<file path="config.mk">
export PLATFORM = sky130hd
export DESIGN_NAME = ex_dispatch
export DESIGN_NICKNAME = d
export VERILOG_FILES = /design/src/rtl/ex_dispatch.sv
export SDC_FILE = /design/constraint.sdc
export NUM_CORES = 1
export LEC_CHECK = 0
export ABC_AREA = 1
export CAP_MARGIN = 20
export CORE_MARGIN = 4
export CORE_UTILIZATION = 50
export DETAILED_ROUTE_END_ITERATION = 6
export GPL_TIMING_DRIVEN = 0
export PLACE_DENSITY = 0.78
export SLEW_MARGIN = 10
export SYNTH_ARGS = -nofsm -noshare
export SYNTH_HDL_FRONTEND = slang
export SYNTH_SLANG_ARGS = --single-unit
</file>
<file path="constraint.sdc">
create_clock -name clk -period 2 [get_ports clk]
set_input_delay 0.4 -clock clk [delete_from_list [all_inputs] [get_ports clk]]
set_output_delay 0.4 -clock clk [all_outputs]
set_load 0.05 [all_outputs]
</file>
<file path="src/rtl/ex_dispatch.sv">
// ex_dispatch: execute-stage issue controller.
// Accepts one decoded operation at a time from ID and launches it on the
// adder, multiplier, divider or logic unit. It also tracks multi-cycle
// completion and drives the registered one-hot result select together with
// the write-back valid and tag. ID is stalled while a mul/div is in flight.
module ex_dispatch #(
    parameter int MUL_LATENCY = 2,
    parameter int TAG_WIDTH   = 5
) (
    input  logic                 clk,
    input  logic                 rst,
    input  logic                 id_valid,
    output logic                 id_ready,
    input  logic [3:0]           id_unit,
    input  logic [TAG_WIDTH-1:0] id_tag,
    input  logic                 flush,
    output logic                 mul_start,
    output logic                 div_start,
    input  logic                 div_done,
    output logic                 div_abort,
    output logic [3:0]           sel,
    output logic                 wb_valid,
    output logic [TAG_WIDTH-1:0] wb_tag,
    output logic                 illegal,
    output logic                 busy
);

    localparam logic [3:0] UNIT_ADD = 4'b0001;
    localparam logic [3:0] UNIT_MUL = 4'b0010;
    localparam logic [3:0] UNIT_DIV = 4'b0100;
    localparam logic [3:0] UNIT_LOG = 4'b1000;
    localparam logic [3:0] MUL_CNT  = 4'(MUL_LATENCY);

    typedef enum logic [1:0] {
        IDLE     = 2'd0,
        MUL_WAIT = 2'd1,
        DIV_WAIT = 2'd2
    } state_t;

    state_t               state_reg, state_next;
    logic [3:0]           cnt_reg, cnt_next;
    logic [TAG_WIDTH-1:0] op_tag_reg, op_tag_next;

    logic                 mul_start_reg, mul_start_next;
    logic                 div_start_reg, div_start_next;
    logic                 div_abort_reg, div_abort_next;
    logic [3:0]           sel_reg, sel_next;
    logic                 wb_valid_reg, wb_valid_next;
    logic [TAG_WIDTH-1:0] wb_tag_reg, wb_tag_next;
    logic                 illegal_reg, illegal_next;

    logic accept;
    logic mul_finish;
    logic div_finish;

    assign id_ready = (state_reg == IDLE) & ~flush;
    assign accept   = id_valid & id_ready;

    // The multiplier result is due once the countdown has reached 1.
    assign mul_finish = (state_reg == MUL_WAIT) && (cnt_reg <= 4'd1);
    // A div_done that coincides with div_start belongs to an earlier divide.
    assign div_finish = (state_reg == DIV_WAIT) && div_done && !div_start_reg;

    assign busy      = (state_reg != IDLE);
    assign mul_start = mul_start_reg;
    assign div_start = div_start_reg;
    assign div_abort = div_abort_reg;
    assign sel       = sel_reg;
    assign wb_valid  = wb_valid_reg;
    assign wb_tag    = wb_tag_reg;
    assign illegal   = illegal_reg;

    // State, counter and all registered outputs; reset clears everything at once.
    always_ff @(posedge clk or posedge rst) begin
        if (rst) begin
            state_reg     <= IDLE;
            cnt_reg       <= 4'd0;
            op_tag_reg    <= '0;
            mul_start_reg <= 1'b0;
            div_start_reg <= 1'b0;
            div_abort_reg <= 1'b0;
            sel_reg       <= 4'b0000;
            wb_valid_reg  <= 1'b0;
            wb_tag_reg    <= '0;
            illegal_reg   <= 1'b0;
        end else begin
            state_reg     <= state_next;
            cnt_reg       <= cnt_next;
            op_tag_reg    <= op_tag_next;
            mul_start_reg <= mul_start_next;
            div_start_reg <= div_start_next;
            div_abort_reg <= div_abort_next;
            sel_reg       <= sel_next;
            wb_valid_reg  <= wb_valid_next;
            wb_tag_reg    <= wb_tag_next;
            illegal_reg   <= illegal_next;
        end
    end

    // Next state, countdown and latched tag; flush overrides everything.
    always_comb begin
        state_next  = state_reg;
        cnt_next    = cnt_reg;
        op_tag_next = op_tag_reg;
        if (flush) begin
            state_next = IDLE;
            cnt_next   = 4'd0;
        end else begin
            case (state_reg)
                IDLE: begin
                    if (accept && id_unit == UNIT_MUL) begin
                        state_next  = MUL_WAIT;
                        cnt_next    = MUL_CNT;
                        op_tag_next = id_tag;
                    end else if (accept && id_unit == UNIT_DIV) begin
                        state_next  = DIV_WAIT;
                        op_tag_next = id_tag;
                    end
                end
                MUL_WAIT: begin
                    if (mul_finish) begin
                        state_next = IDLE;
                        cnt_next   = 4'd0;
                    end else begin
                        cnt_next = cnt_reg - 4'd1;
                    end
                end
                DIV_WAIT: begin
                    if (div_finish) begin
                        state_next = IDLE;
                    end
                end
                default: begin
                    state_next = IDLE;
                    cnt_next   = 4'd0;
                end
            endcase
        end
    end

    // Next values of the pulses, select and write-back tag; sel/tag hold otherwise.
    always_comb begin
        mul_start_next = 1'b0;
        div_start_next = 1'b0;
        div_abort_next = 1'b0;
        wb_valid_next  = 1'b0;
        illegal_next   = 1'b0;
        sel_next       = sel_reg;
        wb_tag_next    = wb_tag_reg;
        if (flush) begin
            div_abort_next = (state_reg == DIV_WAIT);
        end else if (accept) begin
            if (!$onehot(id_unit)) begin
                // Not a real unit: complete at once with a zero result.
                wb_valid_next = 1'b1;
                illegal_next  = 1'b1;
                sel_next      = 4'b0000;
                wb_tag_next   = id_tag;
            end else if (id_unit == UNIT_MUL) begin
                mul_start_next = 1'b1;
            end else if (id_unit == UNIT_DIV) begin
                div_start_next = 1'b1;
            end else if (id_unit == UNIT_ADD || id_unit == UNIT_LOG) begin
                wb_valid_next = 1'b1;
                sel_next      = id_unit;
                wb_tag_next   = id_tag;
            end
        end else if (mul_finish) begin
            wb_valid_next = 1'b1;
            sel_next      = UNIT_MUL;
            wb_tag_next   = op_tag_reg;
        end else if (div_finish) begin
            wb_valid_next = 1'b1;
            sel_next      = UNIT_DIV;
            wb_tag_next   = op_tag_reg;
        end
    end

endmodule

</file>
======== After elaboration in Yosys (flattened, before gate mapping) ========
Index checks and enable logic that the tools add are counted.
storage, ports and cells
  output and inout bits ................... 16
  input port bits ......................... 14
  flip-flop bits (word level) ............. 25
cells by class
  bitwise operators ....................... 3
  $add $sub $neg .......................... 4
  magnitude comparators ................... 1
  eq/ne operators ......................... 15
  reduce and logical (&&, ||, !) cells .... 15
  muxes and demuxes ....................... 47
operators with widths
  cell                                                                   number
  5-bit 2-to-1 mux                                                       9
  4-bit 2-to-1 mux                                                       10
  1-bit 2-to-1 mux                                                       21
  3-bit != test, second input constant                                   4
  4-bit case mux with 3 select lines                                     1
  2-bit 2-to-1 mux                                                       5
  3-bit by 2-bit != test with 1-bit output, second input constant        2
  2-bit case mux with 3 select lines                                     1
  3-bit AND reduction                                                    2
  1-bit logical AND                                                      5
  5-bit AND reduction                                                    1
  1-bit by 1-bit adder with 2-bit output                                 2
  4-bit by 1-bit equality test with 1-bit output, second input constant  1
  4-bit by 2-bit equality test with 1-bit output, second input constant  1
  4-bit by 3-bit equality test with 1-bit output, second input constant  1
  4-bit equality test, second input constant                             1
  4-bit by 1-bit <= comparator with 1-bit output, second input constant  1
  4-bit by 2-bit != test with 1-bit output, second input constant        1
  2-bit nonzero test                                                     2
  4-bit by 1-bit subtractor with 4-bit output, second input constant     1
  2-bit by 2-bit adder with 3-bit output                                 1
  3-bit by 1-bit equality test with 1-bit output, second input constant  1
  3-bit nonzero test                                                     1
  1-bit bitwise AND                                                      2
  8 further kinds                                                        8

======== Logic depth before layout (Yosys ltp) ========
Gate-level depths: netlist of the first run.
  depth in word-level cells ............... 8
  depth in mapped cells ................... 12
  depth with buffers taken out ............ 12

======== Worst setup path after synthesis of the first run ========
OpenSTA, ideal clock, no wires.
  path kind ............................... in2reg
  start ................................... input port id_unit[0]
  end ..................................... register sel_reg[0], in the netlist sel[0]
  slack ................................... -209 ps
  library setup time ...................... 66 ps
  cell stages on the path ................. 12
  data arrival time ....................... 2143 ps
  required time ........................... 1934 ps
  cells stage by stage .................... inv_1 > fa_1 > inv_1 > ha_1 > ha_1 > inv_1 > nand3_1 > nor2_1 > nand2_2 > nand3_4 > nand2_1 > nand2_1
on the way
  longest elaborated chain between the ends .. 5
  elaborated cells on any way between the ends .. 17
  classes of those cells .................. 2 x add/sub; 8 x eq/ne; 5 x mux; 2 x reduce/logical
RTL lines
  element                                                                                           line      RTL
  start, declared                                                                                   14        input logic [3:0] id_unit,
  1-bit by 1-bit adder with 2-bit output (implied by the code) or 4-bit 2-to-1 mux (tied branches)  153, 163
  2-bit by 2-bit adder with 3-bit output (implied by the code) or 4-bit 2-to-1 mux (tied branches)  153, 161
  3-bit by 1-bit equality test with 1-bit output or 4-bit 2-to-1 mux (tied branches)                153, 159
  3-bit by 2-bit != test with 1-bit output (no source line), or another cell as far along           --
  5-bit AND reduction (no source line) or 4-bit 2-to-1 mux (tied branches)                          --
  end signal, assigned                                                                              93        sel_reg <= sel_next;
  end, declared                                                                                     47        logic [3:0] sel_reg, sel_next;
Several ways; a longest one is shown, not always the timed one. The select of a mux whose other input is x is not followed.
A chain may end at the register's enable or synchronous reset.

======== Final worst setup path of the first run ========
  start ................................... input port flush
  end ..................................... output port id_ready
on the way
  longest elaborated chain between the ends .. 2
RTL lines
  element                          line  RTL
  start, declared                  16    input logic flush,
  1-bit inverter (no source line)  --
  1-bit bitwise AND                56    assign id_ready = (state_reg == IDLE) & ~flush;
  end, declared                    13    output logic id_ready,
Every way passes these cells.

==> results of run 1 <==
==> critical path: stages <==
cell,delay (ns)
clkdlybuf4s50_1,0.58
inv_4,0.12
nand2_1,0.05
inv_1,0.07
clkdlybuf4s18_2,0.36
==> timing repair <==
| action | in CTS | in global routing |
|---|---|---|
| gates resized for setup | 27 | 16 |
| pin swaps | 3 | 12 |
| setup endpoints to repair | 15 | 10 |
| setup buffers | 2 | 0 |
| cloned | 2 | 0 |
==> metrics by stage <==
| stage | utilization (%) | hold WS [ns] | TNS [ns] |
|---|---|---|---|
| after detailed placement | 64.6 | 0.462 | -12.52 |
| after CTS | 68.0 | 0.472 | 0 |
| after global routing | 69.3 | 0.456 | -0.0119 |
| final | 69.3 | 0.426 | 0 |
| after global placement | 64.6 | 0.458 | -11.68 |
| after floorplan | - | 0.427 | -1.48 |
==> cell families (layout without fill, tap and decap cells) <==
group	count (synthesis)	count (layout)	synth area share [%]
AND/OR/NAND/NOR	105	107	34.6
buffers and inverters	31	66	8.82
flip-flops	25	25	43.7
XOR/XNOR	1	1	0.611
adder cells (fa/ha/maj)	8	8	7.51
AO/OA/AOI/OAI	13	13	4.80
==> worst paths after layout <==
path / endpoint / slack (ns)
worst min-delay path: sel[3] / 0.43
worst max register to register: cnt_reg[3] / 0.44
worst min register to register: wb_tag[0] / 0.49
min in group asynchronous: cnt_reg[2] / 0.58
worst max-delay path: id_ready / 0.01
max in group asynchronous: cnt_reg[0] / 0.86
==> layer usage <==
metal	track usage (%)	share of wire, %	vias to the layer above
li1	-	-	664
met1	25.0	44	613
met2	31.5	50	37
met3	1.68	4.2	8
met4	6.36	2.2	0
met5	0	0	-
==> power by group through the flow <==
stage | logic [mW] | registers, mW | clock network, mW
2_1_floorplan | 0.177 | 0.763 | 0
3_3_place_gp | 0.478 | 0.618 | 0
3_5_place_dp | 0.490 | 0.621 | 0
4_1_cts | 0.521 | 0.610 | 0.227
5_1_grt | 0.590 | 0.621 | 0.245
6_report | 0.544 | 0.612 | 0.226
==> layout make-up <==
cell class              instances  area share (%)
inverters                      29            6.74
flip-flops and latches         25            32.7
multi-input cells             129            40.6
clock buffers                   4            1.37
repair buffers                 31            15.7
plain buffers                   2           0.785
well taps                      31            2.03
==> cell usage in the layout, fill, tap and decap left out, types with 2 or more instances in the layout <==
master	Yosys	layout
nand4_1	16	16
nor3_1	2	2
ha_1	7	5
nand3_2	2	2
nor2_4	1	3
nand2_1	59	53
dfrtp_1	25	25
nor2_2	1	3
inv_1	28	24
clkbuf_4	0	3
buf_6	1	2
nand3_1	5	4
clkdlybuf4s50_1	0	24
nor2_1	16	12
inv_4	1	3
buf_4	0	4
o21ai_0	10	10
nand3_4	2	4
nand2_2	1	6
clkbuf_1	1	2
nand2_4	0	2
==> results by group, run 1 <==
Status
  • Status: completed

CTS
  • Num CTS Buffers: 3
  • Reg clk slew, reported paths: 0.13 ns
  • H-tree depth: 1
  • CTS hold repair buffers: 0
  • Root buffer cell: clkbuf_4
  • Clock Sinks: 25
  • Latest clock arrival within the worst-skew pair: between 0.3 and 0.4 ns
  • CTS tree: built
  • CTS Buffer Depth: 2

Min path
  • Class of the worst hold path: input pin to flip-flop
  • WHS Path Cells: 5
  • Min-Delay Startpoint: id_unit[3]

STA
  • Peak Freq: 503 MHz
  • Final Hold Viols: 0
  • Max_slew headroom: about 37%
  • Worst Tran Pin Value: about 0.94 ns
  • Final Skew: around 0.0023 ns
  • Fin. max-slew vios: 0
  • Final critical path time including I/O delays and setup: approximately 2.0 ns
  • Setup Viol. Count Final: 0
  • Period utilization: around 99%
  • Fin worst setup slack: 0.0110 ns

Power
  • Power Density: a little over 700 nW/µm²
  • Int Pwr: around 0.84 mW
  • Peak supply drop: 0.613 mV
  • Sequential Power Share: between 40 and 50%
  • Fraction of power spent switching nets: about two fifths
  • Logic pwr share: 39.4%
  • Tot Pwr: 1.38 mW
  • Static Leak: 0.970 nW
  • Clk pwr share: approximately 16%
  • P_sw: 0.538 mW

Place
  • Buffers on Ports: 29
  • Dpl hpwl: approximately 2500 µm
  • Placed Area: 1780 µm²
  • Placed insts: 243
  • Final GP Congestion: roughly 0.8
  • Pre-CTS setup slack: -0.988 ns

Worst setup path
  • Reg2reg start: state_reg[1]
  • CP Capture Type: output port
  • CP Class: input pin to output port
  • WP data arrival: around 1.6 ns
  • Worst Reg-to-Reg Cells: 8
  • Largest fanout on the critical path: 7
  • Setup crit start kind: input pin
  • Critical Path RT: 1.60 ns
  • Critical path origin: flush

Routing
  • TritonRoute pass-1 iters: 4
  • Vias/cell: 5.27
  • Final wirelength: 3380 µm
  • WL/cell: about 13 µm
  • Initial DRC count: 53
  • Vias: roughly 1,300
  • Antenna-violating nets left: 0
  • Residual DRC: 0

Floorplanning
  • # IOs: 30
  • Initial core utilization: roughly half
  • Die height: a little over 60 µm
  • Total core area: roughly 2800 µm²
  • # rows: 19
  • Chip width: a little over 60 µm
  • DIE AREA: approximately 3800 µm²

Logic synthesis
  • Commonest cells post-synth: nand2_1, inv_1, dfrtp_1
  • Primary FF master, synth: dfrtp_1
  • Most common cell in the synthesized netlist: nand2_1
  • EDFF count, synth: 0
  • Yosys cell types: 22
  • YS warnings: 0
  • #FFs+latches synth: 25
  • Asr flop ratio synth: 100%
  • Yosys top cell area share: a little over two fifths
  • Gate Count Post-Synth: 183
  • Ranking of synthesized cells by area: dfrtp_1, nand2_1, inv_1
  • Post-synth net total: approximately 210
  • Post-synthesis sequential area ratio: between 40% and 50%
  • Syn Area/Cell: between 7 and 8 µm²
  • Mapped Area: about 1400 µm²
  • Dominant cell type by area after synthesis: dfrtp_1

Final layout
  • Fin cells: around 250
  • Layout cell share with drive strength beyond 1: around 17%
  • # diodes: 0
  • Area grow syn2layout: 33.4%
  • Multi-input gate area: just under 800 µm²
  • Post-route cell area: roughly 1900 µm²
  • Fillers: ~230
  • Nets: ~240
  • Reg area: between 600 and 700 µm²

GRT
  • GR Overflow Total: 0
  • First-pass GRT wire length: ~5300 µm
  • GRT Total Usage: a little under a fifth
  • Largest net degree at the start of global routing: 26
  • Vias in the first global route: ~1,200
  • Initial antenna violation count: 0

Run
  • Max cap viols: 0
Power figures use the tool's default switching activity.
==> inputs of run 2 (changes only) <==
--- a/config.mk
+++ b/config.mk
@@ -8,10 +8,10 @@
 export ABC_AREA = 1
 export CAP_MARGIN = 20
 export CORE_MARGIN = 4
-export CORE_UTILIZATION = 50
+export CORE_UTILIZATION = 40
 export DETAILED_ROUTE_END_ITERATION = 6
 export GPL_TIMING_DRIVEN = 0
-export PLACE_DENSITY = 0.78
+export PLACE_DENSITY = 0.65
 export SLEW_MARGIN = 10
 export SYNTH_ARGS = -nofsm -noshare
 export SYNTH_HDL_FRONTEND = slang
==> run 2 against run 1 <==
Effect of this change: design area grew 1.9%; sequential share of layout area is 0.61 points lower; flip-flop and latch count unchanged; clock skew increased by 0.0034 ns; first-iteration DRC count grew 3.8%; global-route usage decreased by 2.9 points; critical path depth is 8 higher; combinational power barely moved; via count grew 0.61%; die area up 22%; critical path type is now input pin to flip-flop; largest cell class unchanged; highest routed layer unchanged.
==> results by group, run 2 (synthesis results as in run 1) <==
Status
  • Status: completed

Worst setup path
  • Largest fanout on the critical path: 4 (-3)
  • CP Capture Type: flip-flop
  • Setup crit start kind: input pin
  • R2r setup slk: 0.42 ns (-0.02 ns)
  • Most used cell, CP: nand2_1
  • Reg2reg start: state_reg[1]
  • Worst Reg-to-Reg Cells: 8 (unchanged)
  • Critical Path RT: 2.27 ns (+0.67 ns)
  • Crit-path slowest cell: fa_1
  • Cells along the critical path: clkbuf_4, inv_12, fa_1, inv_1, ha_2, ha_4, inv_4, nand2_2, nor2_4, nand2_1, nor2_1, nand4_1, nand2_1
  • R2r endpoint: cnt_reg[2]
  • Crit-path max cell delay: 0.49 ns (-0.09 ns)
  • WP data arrival: 2.21 ns (+0.62 ns)
  • CP Class: input pin to flip-flop

GRT
  • GRT Total Usage: 15.7% (-2.9 points)
  • Vias in the first global route: 1,243 (+0.57%)
  • First-pass GRT wire length: 5380 µm (+1.3%)
  • Largest net degree at the start of global routing: 26 (unchanged)
  • GR Overflow Total: 0 (unchanged)
  • Initial antenna violation count: 0 (unchanged)

Routing
  • WL/cell: 12.0 µm (-11%)
  • Vias/cell: 4.94 (-6.1%)
  • Antenna-violating nets left: 0 (unchanged)
  • Final wirelength: 3240 µm (-4.2%)
  • Residual DRC: 0 (unchanged)
  • TritonRoute pass-1 iters: 4 (unchanged)
  • Initial DRC count: 55 (+3.8%)
  • Vias: 1,330 (+0.61%)

STA
  • Period utilization: 96.9% (-2.6 points)
  • Peak Freq: 516 MHz (+2.7%)
  • Worst Tran Pin Value: 0.496 ns (-0.446 ns)
  • Max_slew headroom: 66.8% (+30 points)
  • Final Hold Viols: 0 (unchanged)
  • Final critical path time including I/O delays and setup: 1.94 ns (-0.0518 ns)
  • Final Skew: 0.00568 ns (+0.00341 ns)
  • Setup Viol. Count Final: 0 (unchanged)
  • Fin. max-slew vios: 0 (unchanged)

CTS
  • Num CTS Buffers: 3 (unchanged)
  • Latest clock arrival within the worst-skew pair: 0.33 ns (about the same)
  • CTS tree: built
  • Reg clk slew, reported paths: 0.14 ns (about the same)
  • CTS Buffer Depth: 2 (unchanged)
  • Clock Sinks: 25 (unchanged)
  • Root buffer cell: clkbuf_4
  • H-tree depth: 1 (unchanged)

Min path
  • Class of the worst hold path: input pin to async pin

Floorplanning
  • # rows: 21 (+2)
  • # IOs: 30 (unchanged)
  • DIE AREA: 4600 µm² (+22%)
  • Die height: 67.8 µm (+10%)
  • Chip width: 67.8 µm (+10%)
  • Total core area: 3390 µm² (+23%)
  • Initial core utilization: 42.3% (-9.7 points)

Final layout
  • Most frequent cells in the layout: nand2_1, dfrtp_1, inv_1
  • # diodes: 0 (unchanged)
  • Commonest non-fill, non-tap cell in the layout: nand2_1
  • Fin cells: 269 (+7.2%)
  • Nets: 246 (+1.2%)
  • Fillers: 327 (+45%)
  • Reg area: 626 µm² (unchanged)
  • Post-layout util: 57.5% (-12 points)
  • Layout cell share with drive strength beyond 1: 17.9% (+0.66 points)
  • Area grow syn2layout: 36.0%
  • Multi-input gate area: 767 µm² (-1.3%)

Place
  • Buffers on Ports: 29 (unchanged)
  • Final GP Congestion: 0.842 (+5.1%)
  • Dpl hpwl: 2430 µm (-3.2%)
  • Placed insts: 258 (+6.2%)

Power
  • Power Density: 714 nW/µm² (-1.2%)
  • Peak supply drop: 0.284 mV (-54%)
  • Static Leak: 0.989 nW (+2.0%)

Run
  • Max cap viols: 0 (unchanged)
run 2: changes by cell type in the layout (fill, tap and decap cells not counted), sizes merged:
cell           delta
buf               +3
clkbuf            +2
clkdlybuf4s18     -1
clkdlybuf4s50     -1
dlygate4sd2       -1
dlymetal6s2s      +1
run 2: timing repair:
item / in CTS / in global routing
pin swaps: 3 / 4
hold buffers: 0 / 0
endpoints found under the hold margin: 0 / 0
cloned: 2 / 0
setup buffers: 2 / 2
endpoints found under the setup margin: 15 / 14
gates resized for setup: 25 / 16
run 2: report_power, final:
group | internal [mW] | switching [mW] | leakage, nW
Combinational | 0.199 | 0.345 | 0.643
Clock | 0.0783 | 0.155 | 0.0150
Sequential | 0.574 | 0.0403 | 0.331
Total | 0.851 | 0.540 | 0.989
run 2: routing by layer:
metal	share of wire, %	GRT usage (%)	up-vias
li1	-	-	671
met1	45	19.8	627
met2	50	27.0	28
met3	3.1	1.97	4
met4	1.8	6.70	0
met5	0	0	-
run 2: layout make-up:
class	instances	area share, %
repair buffers	34	17.0
well taps	46	2.95
plain buffers	2	0.771
multi-input cells	129	39.4
flip-flops and latches	25	32.1
inverters	29	6.49
clock buffers	4	1.35
run 2: worst max-delay path, delay by kind of cell:
family,cells,cell delay [ns]
adder cells (fa/ha/maj),3,0.92
buffers and inverters,4,0.30
AND/OR/NAND/NOR,6,0.58
run 2: worst max path at each step:
stage / from / cells past startpoint / end / slack [ns]
floorplan: id_unit[1] / 12 / sel[1] / -0.15
global placement: id_unit[1] / 13 / sel[3] / -0.94
detailed placement: id_unit[1] / 13 / wb_tag[0] / -0.98
CTS: id_unit[0] / 13 / wb_tag[2] / 0.01
global route: id_unit[1] / 13 / sel[0] / -0.005
finish: id_unit[1] / 13 / sel[0] / 0.06
run 2: through the flow:
stage / setup WS (ns) / area [µm²] / power, mW / setup TNS (ns) / hold WS (ns)
after global routing: -0.00490 / 1950 / 1.48 / -0.00490 / 0.327
after floorplan: -0.150 / 1450 / 0.940 / -1.48 / 0.427
after global placement: -0.939 / 1800 / 1.10 / -11.92 / 0.457
after detailed placement: -0.980 / 1800 / 1.11 / -12.75 / 0.459
after CTS: 0.0143 / 1900 / 1.38 / 0 / 0.492
final: 0.0628 / 1950 / 1.39 / 0 / 0.297
==> inputs of run 3 (changes only) <==
--- a/config.mk
+++ b/config.mk
@@ -7,8 +7,9 @@
 export LEC_CHECK = 0
 export ABC_AREA = 1
 export CAP_MARGIN = 20
-export CORE_MARGIN = 4
+export CORE_MARGIN = 3
 export CORE_UTILIZATION = 40
+export CTS_CLUSTER_SIZE = 40
 export DETAILED_ROUTE_END_ITERATION = 6
 export GPL_TIMING_DRIVEN = 0
 export PLACE_DENSITY = 0.65
==> constraint.sdc (replaced) <==
create_clock -name clk -period 2.45 [get_ports clk]
set_input_delay 0.49 -clock clk [delete_from_list [all_inputs] [get_ports clk]]
set_output_delay 0.49 -clock clk [all_outputs]
set_load 0.05 [all_outputs]
==> run 3 against run 2 <==
Effect of this change: critical path depth is 10 lower; clock skew is 0.0017 ns lower; combinational power is 22% lower; total power fell by 20%; highest routed layer unchanged; largest power group unchanged; setup slack improved by 0.095 ns; register-to-register slack better by 0.43 ns.
==> results by group, run 3 (synthesis results as in run 1) <==
GRT
  • GR Overflow Total: 0 (unchanged)
  • Largest net degree at the start of global routing: 26 (unchanged)
  • Initial antenna violation count: 0 (unchanged)
  • Vias in the first global route: 1,225 (-1.4%)
  • GRT Total Usage: 15.7% (about the same)
  • First-pass GRT wire length: 5410 µm (+0.50%)

Status
  • Status: completed

STA
  • Peak Freq: ~440 MHz
  • Final critical path time including I/O delays and setup: 2.29 ns
  • Max_slew headroom: 65.9% (-0.87 points)
  • Worst Tran Pin Value: 0.509 ns (+0.0130 ns)
  • Setup Viol. Count Final: 0 (unchanged)
  • Final Skew: 0.00398 ns (-0.00171 ns)
  • RSZ-0062 raised after global routing: false
  • Final Hold Viols: 0 (unchanged)
  • Period utilization: around 94%
  • Hold WS: 0.436 ns (+0.139 ns)
  • Fin. max-slew vios: 0 (unchanged)

Final layout
  • # diodes: 0 (unchanged)
  • Post-layout util: 56.3% (-1.2 points)
  • Fillers: 317 (-3.1%)
  • Post-route cell area: 1910 µm² (-2.1%)
  • Area grow syn2layout: 33.1%
  • Layout cell share with drive strength beyond 1: 12.7% (-5.3 points)
  • Most frequent cells in the layout: nand2_1, dfrtp_1, clkdlybuf4s50_1
  • Nets: 244 (-0.81%)
  • Reg area: 626 µm² (unchanged)
  • Commonest non-fill, non-tap cell in the layout: nand2_1
  • Multi-input gate area: 739 µm² (-3.6%)

Routing
  • Residual DRC: 0 (unchanged)
  • Final wirelength: 3130 µm (-3.2%)
  • Vias: 1,280 (-3.8%)
  • Initial DRC count: 49 (-11%)
  • TritonRoute pass-1 iters: 4 (unchanged)
  • WL/cell: 11.7 µm (-2.5%)
  • Antenna-violating nets left: 0 (unchanged)
  • Vias/cell: 4.79 (-3.0%)

CTS
  • CTS Buffer Depth: 2 (unchanged)
  • Reg clk slew, reported paths: 0.14 ns (about the same)
  • Clock Sinks: 25 (unchanged)
  • CTS hold repair buffers: 0 (unchanged)
  • Num CTS Buffers: 3 (unchanged)
  • CTS tree: built
  • Latest clock arrival within the worst-skew pair: 0.32 ns (about the same)
  • H-tree depth: 1 (unchanged)
  • Root buffer cell: clkbuf_4

Worst setup path
  • CP Capture Type: output port
  • Setup crit start kind: flip-flop
  • Largest fanout on the critical path: 8 (+4)
  • CP Class: flip-flop to output port
  • WP data arrival: 1.80 ns (-0.41 ns)
  • Crit-path slowest cell: clkdlybuf4s50_1
  • Crit-path max cell delay: 0.70 ns (+0.21 ns)
  • Critical Path RT: 1.96 ns (-0.31 ns)
  • R2r setup slk: 0.85 ns (+0.43 ns)
  • Cells along the critical path: nor2_4, inv_1, clkdlybuf4s50_1

Power
  • Static Leak: 0.977 nW (-1.2%)
  • Peak supply drop: 0.213 mV (-25%)
  • Tot Pwr: 1.12 mW (-20%)
  • Power Density: 585 nW/µm² (-18%)

Place
  • Final GP Congestion: 0.766 (-9.1%)
  • Buffers on Ports: 29 (unchanged)
  • Dpl hpwl: 2350 µm (-3.2%)
  • Placed Area: 1780 µm² (-1.1%)

Floorplanning
  • DIE AREA: 4340 µm² (-5.8%)
  • # IOs: 30 (unchanged)
  • Chip width: 65.8 µm (-2.9%)
  • # rows: 21 (unchanged)
  • Die height: 65.8 µm (-2.9%)
  • Initial core utilization: 42.3% (unchanged)
  • Total core area: 3390 µm² (unchanged)

Min path
  • Class of the worst hold path: input pin to async pin

Run
  • Max cap viols: 0 (unchanged)
==> run 3: cell types whose count changed in the layout (fill, tap and decap cells not counted), sizes merged <==
cell,previous run,this run
clkinvlp,0,1
clkbuf,7,5
buf,9,4
clkdlybuf4s50,23,25
dlygate4sd2,0,2
==> run 3: final timing paths <==
check	start	endpoint	cells after the start
min in group clk	wb_tag[2]	wb_tag[2]	2
max in group asynchronous	rst	sel[1]	3
worst min-delay path	rst	state_reg[1]	2
worst min register to register	wb_tag[2]	wb_tag[2]	2
worst max register to register	state_reg[1]	cnt_reg[3]	8
worst max-delay path	state_reg[1]	busy	3
==> run 3: critical path, delay by kind of cell (launching register included) <==
family	cells	cell delay [ns]
simple gates	1	0.22
buf+inv	2	0.78
flops	1	0.47
==> run 3: metrics by stage <==
step	worst slack [ns]	instances	setup TNS [ns]
after global routing	0.0463	267	0
after CTS	0.00415	266	0
after floorplan	0.151	183	0
after global placement	-0.519	258	-5.84
final	0.158	267	0
after detailed placement	-0.574	258	-6.58
==> run 3: area by class of cell <==
type	instances	share of cell area, %
multi-input cells	129	38.8
flip-flops and latches	25	32.8
repair buffers	32	17.2
inverters	29	5.84
well taps	46	3.02
clock buffers	3	1.18
plain buffers	2	0.787
clock inverters	1	0.394
==> run 3: metal layers <==
metal	GRT usage (%)	part of all wire (%)	vias up	wire, µm
li1	-	-	664	-
met1	22.2	48	581	1490
met2	25.5	48	29	1490
met3	1.70	3.8	6	119
met4	4.15	1.1	0	36
met5	0	0	-	0
==> run 3: where the power goes <==
| group | switching (mW) | internal (mW) |
|---|---|---|
| logic | 0.272 | 0.152 |
| clock network | 0.132 | 0.0623 |
| registers | 0.0292 | 0.468 |
==> run 3: repair_timing <==
action	CTS	global route
gates resized for setup	14	6
buffers inserted	2	0
pin swaps	4	1
gates cloned	2	0
endpoints found under the setup margin	11	12
